File: src/rtl/seq_mult_ctrl.sv
// Shift-and-add multiplier sequencer driving an external shared WIDTH-bit adder.
// Optional macro ZERO_SKIP_EN: a zero operand on an accepted start skips RUN and goes straight to DONE.
module seq_mult_ctrl #(
  parameter int unsigned WIDTH = 4
) (
  input  logic               clk,
  input  logic               rst_n,
  input  logic               start,
  input  logic [WIDTH-1:0]   multiplicand,
  input  logic [WIDTH-1:0]   multiplier,
  output logic [WIDTH-1:0]   add_a,
  output logic [WIDTH-1:0]   add_b,
  output logic               add_cin,
  input  logic [WIDTH-1:0]   add_sum,
  input  logic               add_cout,
  output logic               busy,
  output logic               done,
  output logic [2*WIDTH-1:0] product
);

  localparam int unsigned CW = $clog2(WIDTH + 1);

  typedef enum logic [1:0] {IDLE, RUN, DONE} state_t;

  state_t           state, state_next;
  logic [WIDTH-1:0] a, q, m;
  logic [CW-1:0]    count;
  logic [WIDTH:0]   step_sum;
  logic [WIDTH-1:0] a_shift, q_shift;
  logic             accept, is_zero, last_step;

  // The step carry lands directly in A's msb during the shift, so the
  // post-shift C is always 0 and needs no register of its own.
  always_comb begin
    step_sum  = q[0] ? {add_cout, add_sum} : {1'b0, a};
    a_shift   = step_sum[WIDTH:1];
    q_shift   = {step_sum[0], q[WIDTH-1:1]};
    last_step = (count == CW'(1));
    accept    = start && ((state == IDLE) || (state == DONE));
`ifdef ZERO_SKIP_EN
    is_zero   = (multiplicand == '0) || (multiplier == '0);
`else
    is_zero   = 1'b0;
`endif
  end

  always_comb begin
    state_next = state;
    case (state)
      IDLE:    if (start) state_next = is_zero ? DONE : RUN;
      RUN:     if (last_step) state_next = DONE;
      DONE:    state_next = start ? (is_zero ? DONE : RUN) : IDLE;
      default: state_next = IDLE;
    endcase
  end

  always_ff @(posedge clk or negedge rst_n) begin
    if (!rst_n) state <= IDLE;
    else        state <= state_next;
  end

  always_ff @(posedge clk or negedge rst_n) begin
    if (!rst_n) begin
      a       <= '0;
      q       <= '0;
      m       <= '0;
      count   <= '0;
      product <= '0;
    end else if (accept) begin
      m     <= multiplicand;
      q     <= multiplier;
      a     <= '0;
      count <= CW'(WIDTH);
      if (is_zero) product <= '0;
    end else if (state == RUN) begin
      a     <= a_shift;
      q     <= q_shift;
      count <= count - CW'(1);
      if (last_step) product <= {a_shift, q_shift};
    end
  end

  always_comb begin
    busy    = (state == RUN);
    done    = (state == DONE);
    add_a   = busy ? a : '0;
    add_b   = (busy && q[0]) ? m : '0;
    add_cin = 1'b0;
  end

endmodule
File: config.mk
export PLATFORM = sky130hd
export DESIGN_NAME = seq_mult_ctrl
export DESIGN_NICKNAME = d
export VERILOG_FILES = /design/src/rtl/seq_mult_ctrl.sv
export SDC_FILE = /design/constraint.sdc
export NUM_CORES = 1
export LEC_CHECK = 0
export CORE_ASPECT_RATIO = 0.75
export CORE_MARGIN = 1.5
export CORE_UTILIZATION = 52
export CTS_BUF_LIST = sky130_fd_sc_hd__clkbuf_4 sky130_fd_sc_hd__clkbuf_8
export DETAILED_ROUTE_END_ITERATION = 10
export HOLD_SLACK_MARGIN = 0.05
export PLACE_DENSITY = 0.87
export SLEW_MARGIN = 30
export SYNTH_ARGS = -nofsm -noshare
export SYNTH_HDL_FRONTEND = slang
export SYNTH_SLANG_ARGS = --single-unit
File: constraint.sdc
create_clock -name clk -period 2.75 [get_ports clk]
set_input_delay 0.4125 -clock clk [delete_from_list [all_inputs] [get_ports clk]]
set_output_delay 0.4125 -clock clk [all_outputs]
set_load 0.01 [all_outputs]
**After elaboration in Yosys (flattened, before gate mapping)**

Cells that the tools add are included.

- Shift-type cells: 0
- Div/mod/pow operators: 0
- Mux-type cells: 13
- Add/sub/neg operators: 1
- Bitwise gates (word level): 1
- Reduce and logical (&&, ||, !) cells: 7
- Multiply operators: 0
- Equality and inequality tests: 5
- $lt $le $gt $ge: 0

Operator list:

| cell | number |
|---|---|
| $mux 4 | 6 |
| $mux 3 | 2 |
| $pmux 2 s3 | 1 |
| $mux 5 | 1 |
| $mux 2 | 2 |
| $eq 3x1->1 const B | 1 |
| $reduce_and 3->1 | 1 |
| $sub 3x1->3 const B | 1 |
| $eq 2x1->1 const B | 1 |
| $eq 2x2->1 const B | 1 |
| $logic_and 1x1->1 | 2 |
| $logic_not 2->1 | 1 |
| $ne 2x1->1 const B | 1 |
| $ne 2x2->1 const B | 1 |
| $reduce_and 2->1 | 1 |
| $reduce_bool 2->1 | 1 |
| $logic_or 1x1->1 | 1 |
| $mux 1 | 1 |
| $not 1->1 | 1 |

- Input bits: 16
- Memories: 0
- Output and inout bits: 19
- Latch bits: 0
- ROM bits: 0
- Register bits after elaboration: 25
- Logic and storage cells: 33
- Bits in writable memories: 0

**Logic depth before layout (Yosys ltp)**

- Word-level depth: 5
- Depth in mapped cells: 6
- Mapped depth without buffers: 5

**Worst setup path after synthesis**

Ideal clock, no wire load.

- Path kind: register to output
- From: reg state[1]
- To: out add_b[1]
- Slack: 1.325 ns
- Data required time: 2.338 ns
- Cell stages (with the launch flop): 5
- Path buffers: 1
- Arrival time: 1.013 ns
- Cells stage by stage: dfrtp_1 nand2b_2 inv_2 buf_4 and3_1

- Cells in the longest elaborated chain, start to end: 3

RTL lines:

| what | RTL line | RTL |
|---|---|---|
| from (decl) | 25 | `state_t state, state_next;` |
| from (signal assigned) | 59 | `else state <= state_next;` |
| $eq 2x1->1 | 84 | `busy = (state == RUN);` |
| net busy | 16 | `output logic busy,` |
| $logic_and 1x1->1 | 87 | `add_b = (busy && q[0]) ? m : '0;` |
| $mux 4 | 87 |  |
| to (decl) | 12 | `output logic [WIDTH-1:0] add_b,` |

The timed path passes the listed nets, and every way through them passes these cells.

**Worst setup path in the final report**

- From: reg state[1]
- To: out add_b[1]

- Cells in the longest elaborated chain, start to end: 3

RTL lines:

| what | RTL line |
|---|---|
| $eq 2x1->1 | 84 |
| $logic_and 1x1->1 | 87 |
| $mux 4 | 87 |

Every way passes these cells.

==> flow_summary.yaml <==
placement:
  place_area_um2: 1485
  dp.final_hpwl_mm: 1.668
  place_inst: 157
  gp_congestion: 0.7348
  io_buffers: 33
setup_path:
  worstPathMaxFanout: 16
  ff2ff_setup_slack_ns: 1.22
  cp.arrival_ns: 2.02
  startpoint_type: "flip-flop"
  crit_type: "reg2out"
  required_ns: 2.34
  endpoint_kind: "output pin"
floorplanning:
  die_area_um2: 2541
  core-area_um2: 2067
  fp.dieW_um: 57.71
  initial_core_util_pct: 56.48
  fp.dieH_um: 44.04
  rows: 14
  io_pins: 35
timing:
  setup_viol: 0
  post-route-period-util_pct: 88.39
  rsz0062_at_grt: "no"
  fin_crit_ns: 2.431
  finalHoldViolCount: 0
  fmax_mhz: 411.4
  fin_tns_setup_ns: 0
  slew_violations: 0
  fin_skew_ns: 0.009502
power_and_ir_drop:
  p_clk_share_pct: 10.3
  power_frac_seq_pct: 41.1
  p_switching_uw: 623.1
  pwr-share-comb_pct: 48.6
  p_leak_nw: 0.6806
  ir_worst_vdd_mv: 0.5205
  power_density_nw_per_um2: 1097
  netSwitchingFraction_pct: 37.49
  p_total_mw: 1.662
  p_int_mw: 1.039
cts:
  cts_max_level: 1
  cts_resized: 0
  cts_tree: "done"
  clk_pin_slew_ns: 0.13
  root_buffer: "clkbuf_4"
  clockBufferDepth: 2
  clock_latency_ns: 0.32
  cts.sinks: 25
  holdBufCountCts: 0
  cts_buffers: 3
  postCtsSetupBuffers: 0
detailed_routing:
  vias: 861
  drt-total-wl_mm: 2.340
  drc: 4
  drt_first_pass_iters: 7
  drt-vias-per-instance: 5.348
  wl_per_cell_um: 14.53
  initialDrtViolationCount: 37
  ant_nets: 0
layout:
  fin_util_pct: 73.31
  antennaDiodeCount: 0
  layout_common_cells: "clkdlybuf4s50_1, dfrtp_1, nand2_1, and3_1, nand3_1"
  drive_gt1_share_pct: 15.33
  layout_commonest_cell: "clkdlybuf4s50_1"
  final_nets: 156
  fin_area_um2: 1515
  area_delta_synth_final_pct: 29.80
  seq_area_um2: 625.6
  finalNonFillerCells: 161
  fill_cells: 150
  multi_input_area_um2: 469.2
global_route:
  overflow: 0
  grt_pass1_vias: 823
  grt_usage_pct: 21.00
  grt_max_degree: 26
  antenna_found_initial: 0
  grt_pass1_wl_mm: 3.870
job:
  drv_cap: 0
synthesis:
  synth_fp_nets: 123
  avgSynthCellArea_um2: 11.12
  ys_types: 29
  synth_warnings: 0
  yosysTopAreaCellShare_pct: 53.59
  syn_area_um2: 1167
  syn_inst: 105
  ys_seq_elements: 25
  synth_area_leaders: "dfrtp_1, nand2_1, mux2i_1"
  ys_seq_area_share_pct: 53.59
  yosysTopAreaCell: "dfrtp_1"
outcome:
  outcome: "finished, violations left"
  violations: "DRC"
min_path:
  hold_path.class: "in2async"
## per-stage QoR
stage | worst slack (ns) | hold WS, ns
after global routing | 0.2077 | 0.4569
after detailed placement | 0.6736 | 0.4549
after floorplan | 1.325 | 0.1169
after CTS | 0.3034 | 0.4487
final | 0.3193 | 0.4366
after global placement | 0.7467 | 0.4574
## cells by family after synthesis
logic type	synth area share (%)
fa+ha+maj	2.143
other cells	0.3212
compound gates	11.79
buf+inv	6.216
flops	53.59
mux	6.324
simple gates	19.61
## synthesized netlist by cell type
cell	number
and3_1	5
nor2b_1	2
mux2_2	3
mux2i_1	4
inv_2	1
and4bb_4	1
dfrtp_1	25
buf_4	3
a22oi_1	3
o2bb2ai_1	4
buf_2	3
a21oi_2	4
and2b_1	1
nor2_1	1
a221o_1	1
nand3_1	5
nand2_1	15
ha_1	2
buf_12	1
and2_1	4
o21ai_0	4
nand2b_1	1
a21oi_1	1
conb_1	1
nand2b_2	1
nor2_2	4
inv_1	3
a32o_1	1
nor2_4	1
## worst paths after layout
| check | start | end | cells past startpoint |
|---|---|---|---|
| max | state[1] | add_b[1] | 4 |
| min | rst_n | product[6] | 2 |
| max reg2reg | count[1] | product[1] | 4 |
| min in group clk | m[0] | m[0] | 2 |
| max in group asynchronous | rst_n | m[2] | 2 |
| min reg2reg | m[0] | m[0] | 2 |
## critical path: stages, from the launching register on
cell,delay (ns)
dfrtp_1,0.40
nand2b_2,0.28
inv_2,0.26
and3_1,0.21
clkdlybuf4s50_1,0.55
## metal layers
layer,wire (um),vias to the layer above,GRT usage (%)
met5,0,-,0
met1,1053,412,25.78
met2,1098,27,35.23
met4,20,0,5.581
li1,-,420,-
met3,168,2,8.187
## power by group through the flow
stage | registers (mW) | clock network [mW] | logic [mW]
finish | 0.683 | 0.171 | 0.808
global route | 0.708 | 0.191 | 0.888
CTS | 0.681 | 0.178 | 0.816
detailed placement | 0.688 | 0 | 0.813
global placement | 0.679 | 0 | 0.783
floorplan | 0.670 | 0 | 0.506
## sequential cells by signal, summed over array words and instances, names as in the netlist
signal,count
a,4
count,3
m,4
product,8
q,4
state,2
## final cells by class
class	count	area share (%)
Multi-Input combinational cell	69	30.97
Sequential cell	25	41.29
Timing Repair Buffer	35	22.79
Tap cell	24	1.982
Inverter	4	0.9909
Clock buffer	4	1.982
Power figures use the tool's default switching activity.
